File: config.mk
export PLATFORM = sky130hd
export DESIGN_NAME = wb_demux4
export DESIGN_NICKNAME = d
export VERILOG_FILES = /design/src/rtl/wb_demux4.sv
export SDC_FILE = /design/constraint.sdc
export NUM_CORES = 1
export LEC_CHECK = 0
export ABC_AREA = 1
export BUFFER_PORTS_ARGS = -buffer_cell sky130_fd_sc_hd__buf_2
export CORE_MARGIN = 8
export CORE_UTILIZATION = 45
export DETAILED_ROUTE_END_ITERATION = 10
export GPL_ROUTABILITY_DRIVEN = 0
export HOLD_SLACK_MARGIN = 0.03
export PLACE_DENSITY_LB_ADDON = 0.05
export SETUP_SLACK_MARGIN = 0.3
export SLEW_MARGIN = 15
export SYNTH_ARGS = -nofsm -noshare
export SYNTH_HDL_FRONTEND = slang
export SYNTH_SLANG_ARGS = --single-unit
File: constraint.sdc
create_clock -name clk -period 3.05 [get_ports clk]
set_clock_uncertainty 0.2 [all_clocks]
set_input_delay 0.4575 -clock clk [delete_from_list [all_inputs] [get_ports clk]]
set_output_delay 0.4575 -clock clk [all_outputs]
set_load 0.03 [all_outputs]
File: src/rtl/wb_demux4.sv
// wb_demux4 -- 1-to-4 registered result router for the 24-bit CPU datapath.
// One producer stream is steered by in_sel into one of four single-entry
// holding registers (0: B, 1: counter, 2: immediate/offset, 3: address).
// Each lane has its own valid/ready handshake, so a stalled consumer only
// blocks writes aimed at its own lane.
//
// Optional build macro: WB_DEMUX_STATS_EN
//   Adds stat_clr / stat_cnt and one saturating 8-bit write counter per lane.
//   Routing behaviour is identical with or without it.
module wb_demux4 #(
  parameter int WIDTH = 24
) (
  input  logic             clk,
  input  logic             rst,
  input  logic             in_valid,
  output logic             in_ready,
  input  logic [1:0]       in_sel,
  input  logic [WIDTH-1:0] in_data,
  output logic [WIDTH-1:0] out_data0,
  output logic [WIDTH-1:0] out_data1,
  output logic [WIDTH-1:0] out_data2,
  output logic [WIDTH-1:0] out_data3,
  output logic [3:0]       out_valid,
  input  logic [3:0]       out_ready
`ifdef WB_DEMUX_STATS_EN
  ,
  input  logic             stat_clr,
  output logic [31:0]      stat_cnt
`endif
);

  logic [WIDTH-1:0] r_data [4];
  logic [3:0]       r_valid;
  logic             w_accept;
  logic [3:0]       w_wr;

  // Ready depends only on the selected lane: free now, or being drained this edge.
  always_comb begin
    in_ready = !rst && (!r_valid[in_sel] || out_ready[in_sel]);
  end

  // One-hot write strobe for the lane that accepts the producer word.
  always_comb begin
    // NOTE: every signal written in always_comb gets a default first, so no
    // path through the block can leave it unassigned and infer a latch.
    w_wr     = 4'b0000;
    w_accept = in_valid && in_ready;
    if (w_accept) w_wr[in_sel] = 1'b1;
  end

  // Lane state: fill has priority over drain, so drain+fill keeps valid set.
  always_ff @(posedge clk) begin
    // NOTE: state is updated with non-blocking assignments so every lane
    // sees pre-edge values regardless of statement order.
    if (rst) begin
      r_valid <= 4'b0000;
      // NOTE: the holding registers are cleared on reset because their
      // contents are visible on out_data*; a plain storage array would not be.
      for (int i = 0; i < 4; i++) r_data[i] <= '0;
    end else begin
      for (int i = 0; i < 4; i++) begin
        if (w_wr[i]) begin
          r_data[i]  <= in_data;
          r_valid[i] <= 1'b1;
        end else if (r_valid[i] && out_ready[i]) begin
          r_valid[i] <= 1'b0;
        end
      end
    end
  end

  assign out_data0 = r_data[0];
  assign out_data1 = r_data[1];
  assign out_data2 = r_data[2];
  assign out_data3 = r_data[3];
  assign out_valid = r_valid;

`ifdef WB_DEMUX_STATS_EN
  logic [7:0] r_cnt [4];

  // Per-lane saturating write counters; clear wins over a same-cycle increment.
  always_ff @(posedge clk) begin
    if (rst || stat_clr) begin
      for (int i = 0; i < 4; i++) r_cnt[i] <= 8'd0;
    end else begin
      for (int i = 0; i < 4; i++) begin
        if (w_wr[i] && (r_cnt[i] != 8'hFF)) r_cnt[i] <= r_cnt[i] + 8'd1;
      end
    end
  end

  assign stat_cnt = {r_cnt[3], r_cnt[2], r_cnt[1], r_cnt[0]};
`endif

endmodule

### After elaboration in Yosys (flattened, before gate mapping)

Memory sizes are Yosys's and may differ from the RTL's.
Cells that the tools add are included.

| word-level totals | value |
|---|---|
| register bits | 4 |
| memory bits (writable) | 96 |
| input port bits | 33 |
| output and inout port bits | 101 |
| word-level logic and storage cells | 58 |
| memories kept | 1 |

Memories:

| name | depth | bits a word | rd ports | clocked after Yosys merged registers in | wr ports | RTL line | source |
|---|---|---|---|---|---|---|---|
| r_data | 4 | 24 | 4 | 0 | 4 | 32 | `logic [WIDTH-1:0] r_data [4];` |

| cells by class | value |
|---|---|
| order comparisons | 2 |
| muxes and demuxes | 33 |
| bitwise gates (word level) | 4 |
| reduce and logical (&&, ||, !) cells | 14 |

Operator list:

| cell | count |
|---|---|
| 2-to-1 mux 24 bit | 4 |
| 2-to-1 mux 1 bit | 25 |
| nonzero test 2 bit | 4 |
| logical AND 1 bit | 7 |
| binary-select mux 1 bit (select 2 bit) | 2 |
| 2-to-1 mux 4 bit | 1 |
| OR 1 bit | 4 |
| < comparator 2 x 3 -> 1 bit (second input constant) | 1 |
| demux 1 bit (select 2 bit) | 1 |
| >= comparator 2 x 1 -> 1 bit (second input constant) | 1 |
| logical NOT 1 bit | 2 |
| logical OR 1 bit | 1 |

### Logic depth before layout (Yosys ltp)

Gate-level depths: netlist (run 1).

| depth | value |
|---|---|
| depth after elaboration | 11 |
| mapped depth | 10 |
| mapped depth without buffers | 8 |

### Worst setup path after synthesis (run 1)

No wires, ideal clock.

| path | value |
|---|---|
| path type | input to register |
| from | input port in_sel[0] |
| to | memory r_data[3][0], enable pin |
| setup time | 0.381 ns |
| arrival time | 1.804 ns |
| required time | 2.469 ns |
| path slack | 0.665 ns |
| stages on the path | 10 |
| buffers on the path | 2 |
| cells stage by stage | buf_6 > inv_4 > nand2_1 > nand2_1 > nand2_1 > nand2_4 > nand2_4 > nand4_4 > buf_6 > nand2_1 |

RTL lines:

| item | RTL line | source |
|---|---|---|
| from (decl) | 17 | `input logic [1:0] in_sel,` |
| to (decl) | 32 |  |

### Worst setup path after layout (run 1)

| path | value |
|---|---|
| from | input port in_sel[0] |
| to | output port in_ready |

| on the way | value |
|---|---|
| word-level cells in the longest chain between the ends | 5 |
| elaborated cells between the ends (all ways) | 7 |
| those cells by class | 4 x mux; 3 x reduce/logical |

RTL lines:

| item | RTL line | source |
|---|---|---|
| binary-select mux 1 bit (select 2 bit) | 39 | `in_ready = !rst && (!r_valid[in_sel] \|\| out_ready[in_sel]);` |
| 2-to-1 mux 1 bit (implied by the code) | 39 |  |
| logical NOT 1 bit | 39 |  |
| logical OR 1 bit * | 39 |  |
| logical AND 1 bit * | 39 |  |
| to (decl) | 16 | `output logic in_ready,` |

Every way passes the cells marked *; elsewhere a longest branch is shown, timed or not. The select of a mux whose other input is x is not followed.

==> run metrics, run 1 <==
status=finished clean; Cell Area, Synth=0.00381 mm2; Die Height=108 um; DR iter-0 viols=96; Yosys cell types=14; Min-Delay Path Class=input pin to register; max_slew headroom=66.5%; I/O pin count=134; TNS Setup=0 ns; final hold violation count=0; register area share after synthesis=77.8%; Inserted Diodes=0; Multi-input gate area=621 um2; met2 WL=about 4200 um; startpoint class of the critical path=input pin; Layout fillers=between 700 and 800; share of post-route cells with drive strength above 1=41.0%; crit path time final=2.03 ns; Final Net Count=between 400 and 500; fmax=493 MHz; Clk Tree Root Cell=clkbuf_8; part of the cycle the worst path needs=66.6%; initial antenna violation count=0; number of global-route vias before repair=2556; Final HPWL DP=6450 um; cts hold-fix bufs=0; Remaining Overflow, GRT=0; unrepaired setup endpoints after global routing=no; RR Endpoint=r_data[2][0]; RR Startpoint=out_valid[2]; worst reg-to-reg path cell count=8; ys async rst share=0%; I/O Buffers=133; drt pass-1 iters=4; clk sinks=100; M1 wire length=3840 um; area grow syn2layout=25.3%; Worst Setup SP=in_sel[0]; Synth area leaders=edfxtp_1 76%, nor2_1 9.2%, inv_1 2.9%; row cnt=33; flops & latches, synth=100; first-pass GRT wire length=13700 um; DP Cell Count=514; Clock Pin Slew Worst Setup and Hold Paths=approximately 0.090 ns; Yosys top cell area share=75.7%; initial core utilization=46.3%; Mapped Avg Cell Area=13.8 um2; Arrival @ worst endpoint=between 1 and 1.5 ns; cts bufs inserted=9; Max Used Layer=met4; P per Cell Area=552 mW/mm2; DRT antenna net count=0; CP endpoint=in_ready; Post-CTS Setup Inserts=0; vias=2482; DIE WIDTH=108 um; post-synthesis net count=308; P_leak=0.00228 uW; Worst Tran Pin Value=0.502 ns; largest net degree at the start of global routing=26; Final Setup Violations=0; Peak VDD IR=~0.27 mV; WL/cell=17.0 um; Cells after Synth=approximately 280; EDFF count, synth=96; Total GRT Usage=roughly 15%; area leader, netlist=edfxtp_1; post-route insts no fill=around 530; full die area=0.0117 mm2; met3 wire length=approximately 770 um; critical path class=input pin to output pin; Reg area=0.00296 mm2; Core ar.=0.00822 mm2; Vias per Instance=4.69; aggregate routed wire length=~9000 um; reg2reg setup slack=between 1 and 1.5 ns; clk buf depth=2; H-Tree Depth=3; CP endpoint kind=output pin; most frequent cells after synthesis=96 x edfxtp_1, 93 x nor2_1, 29 x inv_1; CTS tree=yes; Clk Latency, worst-skew pair=0.35 ns; critical path data required time=roughly 2.4 ns; yosys warns=0; predominant post-synthesis flop cell=edfxtp_1; most numerous cell in the Yosys netlist=edfxtp_1; number of remaining DRC errors=0; CTS resizes=0; CP max FO=8; Slew Viols, Final=0; Max-cap violations=0
worst max-delay path: stages:
cell and delay (ns):
buf_2 0.20, inv_4 0.05, nand2_1 0.07, nand2_1 0.05, nand2_1 0.10, nand2_4 0.07
a21oi_1 0.15, buf_2 0.22
cells by family (layout without fill, tap and decap cells):
| kind of cell | Yosys count | in the layout | synth area share [%] |
|---|---|---|---|
| AND/OR/NAND/NOR | 129 | 129 | 15.6 |
| buffers and inverters | 41 | 190 | 5.88 |
| flip-flops | 100 | 100 | 77.8 |
| AO/OA/AOI/OAI | 5 | 5 | 0.657 |
report_power, final:
part           total (uW)  switching, uW  internal [uW]  leakage, uW
logic                 309            232           77.6      0.00113
registers            1580           16.3           1560      0.00106
clock network         745            453            292    0.0000811
placed cells by master (no fill, tap or decap), drive strengths merged:
master / synthesis / layout
nand3: 3 / 3
dfxtp: 4 / 4
clkbuf: 0 / 9
clkinv: 0 / 4
buf: 9 / 143
nand2: 22 / 22
edfxtp: 96 / 96
inv: 32 / 32
nand4: 4 / 4
nor2: 100 / 100
clkinvlp: 0 / 2
a21oi: 5 / 5
worst min-delay path by stage:
stage / from / endpoint / slack, ns / cells past startpoint
after detailed placement: out_valid[2] / out_valid[2] / 0.27 / 2
after global routing: rst / out_valid[0] / 0.16 / 2
after floorplan: rst / out_valid[0] / 0.33 / 1
after global placement: out_valid[2] / out_valid[2] / 0.28 / 2
after CTS: rst / out_valid[0] / 0.14 / 2
final: rst / out_valid[0] / 0.16 / 2
state kept, by name (all words and copies together), names as in the netlist:
| name | flops |
|---|---|
| r_data | 96 |
| out_valid | 4 |
layer usage:
layer | track usage, % | vias to the layer above
met5 | 0 | -
met4 | 6.24 | 0
met3 | 4.16 | 13
met2 | 24.2 | 104
met1 | 20.0 | 1171
li1 | - | 1194
stage by stage:
stage	worst slack [ns]	instance area (um2)	util, %	power (uW)	hold WS (ns)
6_report	1.02	4770	58.0	2630	0.159
5_1_grt	0.968	4770	58.0	2720	0.161
4_1_cts	1.02	4770	58.0	2640	0.141
3_5_place_dp	0.674	4600	56.0	1920	0.274
3_3_place_gp	0.763	4600	56.0	1920	0.276
2_1_floorplan	0.665	3810	-	1810	0.327
final cells by class:
class | instances | area share [%]
inverter | 32 | 2.57
tap | 105 | 2.75
sequential | 100 | 62.1
clock inverter | 6 | 0.892
multi-input combinational | 134 | 13.0
clock buffer | 9 | 2.60
timing repair buffer | 143 | 16.1
Power figures use the tool's default switching activity.
==> run 2, diff against run 1 <==
==> constraint.sdc (replaced) <==
create_clock -name clk -period 1.65 [get_ports clk]
set_clock_uncertainty 0.2 [all_clocks]
set_input_delay 0.2475 -clock clk [delete_from_list [all_inputs] [get_ports clk]]
set_output_delay 0.2475 -clock clk [all_outputs]
set_load 0.03 [all_outputs]
==> run metrics, run 2 (synthesized netlist as in run 1, its figures left out) <==
worst hold path depth=3 (+1); crit path time final=roughly 1.7 ns; max incr delay on CP=0.36 ns (+0.14 ns); first-pass GRT wire length=17600 um (+28%); TNS Setup=-2.04 ns (-2.04 ns); number of global-route vias before repair=3074 (+20%); commonest non-fill, non-tap cell in the layout=buf_6; vias=2943 (+19%); P_leak=0.00286 uW (+25%); crit path cell chain=nand2_1, nand2_1, nand2_2, nand2_4, nand2_8, nand4_4, buf_12, buf_12, buf_16, nor2_2; Final HPWL DP=6430 um (-0.35%); Arrival @ worst endpoint=1.65 ns (+0.28 ns); CP max FO=7 (-1); Int Pwr=4120 uW (+110%); largest net degree at the start of global routing=17 (-35%); CTS tree=yes; Final Setup Violations=77 (+77); Total Power=5680 uW (+120%); Clk Latency, worst-skew pair=0.36 ns (about the same); reg2reg setup slack=-0.07 ns (-1.17 ns); max reg flops=96 (unchanged); I/O pin count=134 (unchanged); DRT antenna net count=0 (unchanged); Comb power frac=17.6% (+5.8 points); Final Net Count=500 (+10%); cts bufs inserted=9 (unchanged); register share of total power=51.7% (-8.2 points); Min-Delay Path Class=input pin to register; startpoint class of the critical path=register; Total GRT Usage=20.4% (+4.9 points); RR Endpoint=r_data[2][7]; worst hold endpoint=r_data[2][7]; part of the cycle the worst path needs=104%; initial core utilization=46.3% (unchanged); number of remaining DRC errors=0 (unchanged); critical path data required time=1.58 ns (-0.81 ns); WL/cell=22.3 um (+32%); Peak VDD IR=0.514 mV (+94%); P per Cell Area=804 mW/mm2 (+46%); Vias per Instance=5.10 (+8.7%); max_slew headroom=48.4% (-18 points); Worst Hold Launch=in_data[7]; clk buf depth=2 (unchanged); row cnt=33 (unchanged); Slew Viols, Final=0 (unchanged); clk sinks=100 (unchanged); fmax=581 MHz; H-Tree Depth=3 (unchanged); number of cells on the critical path=10 (+2); Worst Tran Pin Value=0.774 ns (+0.273 ns); Final WS setup=-0.0709 ns (-1.09 ns); Max-cap violations=0 (unchanged); Clk Tree Root Cell=clkbuf_8; worst reg-to-reg path cell count=10 (+2); unrepaired setup endpoints after global routing=yes; initial antenna violation count=0 (unchanged); drt pass-1 iters=4 (unchanged); most frequent cells in the layout=112 x buf_6, 96 x edfxtp_1, 77 x nor2_4; Top reg by flops=r_data; failing checks=setup timing; DIE WIDTH=108 um (unchanged); Worst Path Buf+Inv=3 (unchanged); RR Startpoint=out_valid[1]; I/O Buffers=133 (unchanged); kind of cell adding the most delay to the critical path=simple AND/OR/NAND/NOR gates; CP endpoint kind=register; full die area=0.0117 mm2 (unchanged); final hold violation count=0 (unchanged); Remaining Overflow, GRT=0 (unchanged); Inserted Diodes=0 (unchanged); aggregate routed wire length=12900 um (+44%); DR iter-0 viols=142 (+48%); Sw Pwr=1550 uW (+120%); Clock Pin Slew Worst Setup and Hold Paths=0.09 ns (about the same); share of post-route cells with drive strength above 1=68.6% (+28 points); Clock Power Share=30.6% (+2.3 points); Core ar.=0.00822 mm2 (unchanged); CP max-delay cell=dfxtp_4; status=finished with violations; area grow syn2layout=85.4%; critical path class=register to register; Switching Share=27.4% (+0.71 points); Die Height=108 um (unchanged)
[run 2: power groups by stage]
stage | Clock [uW] | Combinational, uW | Sequential [uW]
after global routing | 1840 | 1040 | 2950
after detailed placement | 0 | 601 | 2970
after global placement | 0 | 596 | 2970
final | 1740 | 1000 | 2940
after CTS | 1710 | 900 | 2940
after floorplan | 0 | 178 | 3180
[run 2: worst max path at each step]
stage / from / to
2_1_floorplan: in_sel[0] / r_data[3][0]
3_3_place_gp: in_sel[0] / r_data[0][11]
3_5_place_dp: in_sel[0] / r_data[1][15]
4_1_cts: out_valid[2] / in_ready
5_1_grt: out_valid[1] / r_data[2][19]
6_report: out_valid[1] / r_data[2][7]
[run 2: worst register-to-register path, stage by stage, from the launching register on]
cell and delay [ns]:
dfxtp_4 0.36, nand2_1 0.05, nand2_1 0.08, nand2_2 0.06
nand2_4 0.10, nand2_8 0.08, nand4_4 0.09, buf_12 0.17
buf_12 0.13, buf_16 0.13, nor2_2 0.04
[run 2: repair_timing]
action	CTS	global route
endpoints found under the hold margin	8	0
cloned	17	2
endpoints found under the setup margin	295	297
hold buffers	6	0
resized for setup	307	123
pin swaps	17	5
buffers inserted	19	1
[run 2: final cells by class]
cell class / instances / area, um2
sequential: 100 / 2980
timing repair buffer: 179 / 2040
multi-input combinational: 145 / 1580
fill: 376 / 1160
tap: 105 / 131
clock buffer: 10 / 128
inverter: 32 / 123
clock inverter: 6 / 87.6
[run 2: routing by layer]
metal	GRT usage, %	wire length, um	part of all wire, %	up-vias
met5	0	0	0	-
met4	4.96	278	2.2	0
met3	7.38	1120	8.7	19
met2	34.6	6690	52	122
met1	24.1	4800	37	1473
li1	-	-	-	1329
[run 2: stage by stage]
step	setup slack, ns	area (um2)	hold WS, ns	instances	util [%]
5_1_grt	-0.131	7060	0.0910	577	85.9
2_1_floorplan	-0.0506	3930	0.107	275	-
3_5_place_dp	-0.151	4730	0.280	516	57.6
3_3_place_gp	-0.123	4730	0.275	516	57.6
4_1_cts	-0.0757	6550	0.0301	574	79.8
6_report	-0.0709	7060	0.0730	577	85.9
==> run 3, diff against run 2 <==
--- a/config.mk
+++ b/config.mk
@@ -12,7 +12,8 @@
 export DETAILED_ROUTE_END_ITERATION = 10
 export GPL_ROUTABILITY_DRIVEN = 0
 export HOLD_SLACK_MARGIN = 0.03
-export PLACE_DENSITY_LB_ADDON = 0.05
+export MAX_ROUTING_LAYER = met4
+export PLACE_DENSITY_LB_ADDON = 0.12
 export SETUP_SLACK_MARGIN = 0.3
 export SLEW_MARGIN = 15
 export SYNTH_ARGS = -nofsm -noshare
==> run metrics, run 3 (synthesized netlist as in run 1, its figures left out) <==
drt pass-1 iters=4 (unchanged); TNS Setup=-13.69 ns (-11.65 ns); CP endpoint kind=register; DRT antenna net count=0 (unchanged); max_slew headroom=57.3% (+8.9 points); unrepaired setup endpoints after global routing=yes; clk buf depth=2 (unchanged); share of post-route cells with drive strength above 1=68.1% (-0.52 points); Core ar.=0.00822 mm2 (unchanged); DIE WIDTH=108 um (unchanged); startpoint class of the critical path=register; Final Cell Area=0.00711 mm2 (+0.73%); max reg flops=96 (unchanged); Vias per Instance=5.35 (+4.9%); critical path data required time=1.59 ns (about the same); largest net degree at the start of global routing=18 (+1); Max-cap violations=0 (unchanged); clk sinks=100 (unchanged); status=finished with violations; CP max FO=6 (-1); crit path time final=1.80 ns (+0.0749 ns); Clk Latency, worst-skew pair=0.38 ns (+0.02 ns); commonest non-fill, non-tap cell in the layout=buf_6; fmax=557 MHz (-4.2%); Worst Tran Pin Value=0.641 ns (-0.133 ns); number of global-route vias before repair=3141 (+2.2%); final hold violation count=0 (unchanged); P_leak=0.00293 uW (+2.6%); aggregate routed wire length=14700 um (+14%); I/O pin count=134 (unchanged); initial antenna violation count=0 (unchanged); Area after DPL=0.00472 mm2 (-0.21%); P per Cell Area=809 mW/mm2 (+0.61%); H-Tree Depth=3 (unchanged); cts bufs inserted=9 (unchanged); Final Setup Violations=184 (+140%); Remaining Overflow, GRT=0 (unchanged); row cnt=33 (unchanged); part of the cycle the worst path needs=109% (+4.5 points); Die Height=108 um (unchanged); Final HPWL DP=6380 um (-0.67%); initial core utilization=46.3% (unchanged); I/O Buffers=133 (unchanged); Clk Tree Root Cell=clkbuf_8; Top reg by flops=r_data; most frequent cells in the layout=116 x buf_6, 96 x edfxtp_1, 62 x nor2_4; Peak VDD IR=0.839 mV (+63%); Inserted Diodes=0 (unchanged); Final Net Count=508 (+1.6%); critical path class=register to register; number of remaining DRC errors=0 (unchanged); Total Power=5760 uW (+1.3%); Final WS setup=-0.146 ns (-0.0749 ns); area grow syn2layout=86.8%; Slew Viols, Final=0 (unchanged); DR iter-0 viols=172 (+21%); WL/cell=25.1 um (+12%); utilization after layout=86.6% (+0.62 points); failing checks=setup timing; Min-Delay Path Class=input pin to register; full die area=0.0117 mm2 (unchanged); first-pass GRT wire length=18600 um (+5.9%); Clock Pin Slew Worst Setup and Hold Paths=0.10 ns (about the same); Total GRT Usage=22.7% (+2.3 points); vias=3129 (+6.3%); CTS tree=yes; Arrival @ worst endpoint=1.74 ns (+0.09 ns)
run 3: cell count changes in the layout (fill, tap and decap cells not counted), moves of 4 or more:
cell	before	now
buf_6	112	116
nor2_4	77	62
nor2_2	18	28
nor2_1	5	10
run 3: repair_timing:
item,4_1_cts,5_1_grt
endpoints found under the setup margin,297,296
hold buffers,6,0
setup buffers,22,5
hold endpoints to repair,7,0
resized for setup,283,115
pin swaps,14,5
cloned,19,4
run 3: layout make-up:
| cell class | count | area [um2] |
|---|---|---|
| clock buffers | 9 | 124 |
| clock inverters | 7 | 98.8 |
| fillers | 360 | 1100 |
| inverters | 32 | 123 |
| multi-input cells | 146 | 1490 |
| flip-flops and latches | 100 | 2980 |
| well taps | 105 | 131 |
| repair buffers | 186 | 2170 |
run 3: final timing paths:
| path | cells past startpoint | end | from | slack, ns |
|---|---|---|---|---|
| max | 10 | r_data[0][8] | out_valid[3] | -0.15 |
| min | 3 | r_data[0][20] | in_data[20] | 0.06 |
| max reg2reg | 10 | r_data[0][8] | out_valid[3] | -0.15 |
| min reg2reg | 2 | out_valid[0] | out_valid[0] | 0.31 |
run 3: power breakdown:
| group | internal [uW] | switching, uW | leakage (uW) | total (uW) |
|---|---|---|---|---|
| registers | 2880 | 60.5 | 0.00106 | 2940 |
| logic | 397 | 627 | 0.00176 | 1020 |
| clock network | 865 | 923 | 0.000105 | 1790 |
| total | 4140 | 1610 | 0.00293 | 5760 |
run 3: per-stage QoR:
step / hold slack [ns] / setup WS, ns / cells
after detailed placement: 0.282 / -0.161 / 513
final: 0.0587 / -0.146 / 585
after global placement: 0.282 / -0.116 / 513
after CTS: 0.0339 / -0.0881 / 576
after global routing: 0.0656 / -0.187 / 585
after floorplan: 0.107 / -0.0506 / 275
run 3: worst max-delay path, stage by stage (launching register included):
cell and delay, ns:
dfxtp_4 0.37, nand2_2 0.05, nand2_2 0.08, nand2_2 0.06, nand2_4 0.10, nand2_8 0.08
buf_6 0.13, nand4_4 0.10, buf_12 0.17, buf_16 0.16, nor2_4 0.05
run 3: metal layers:
| layer | vias to the layer above | share of wire (%) | global-route usage, % | routed length (um) |
|---|---|---|---|---|
| met5 | - | 0 | - | 0 |
| met4 | 0 | 2.4 | 10.6 | 346 |
| met3 | 32 | 7.6 | 4.46 | 1110 |
| met2 | 174 | 54 | 39.1 | 7850 |
| met1 | 1583 | 36 | 24.7 | 5340 |
| li1 | 1340 | - | - | - |
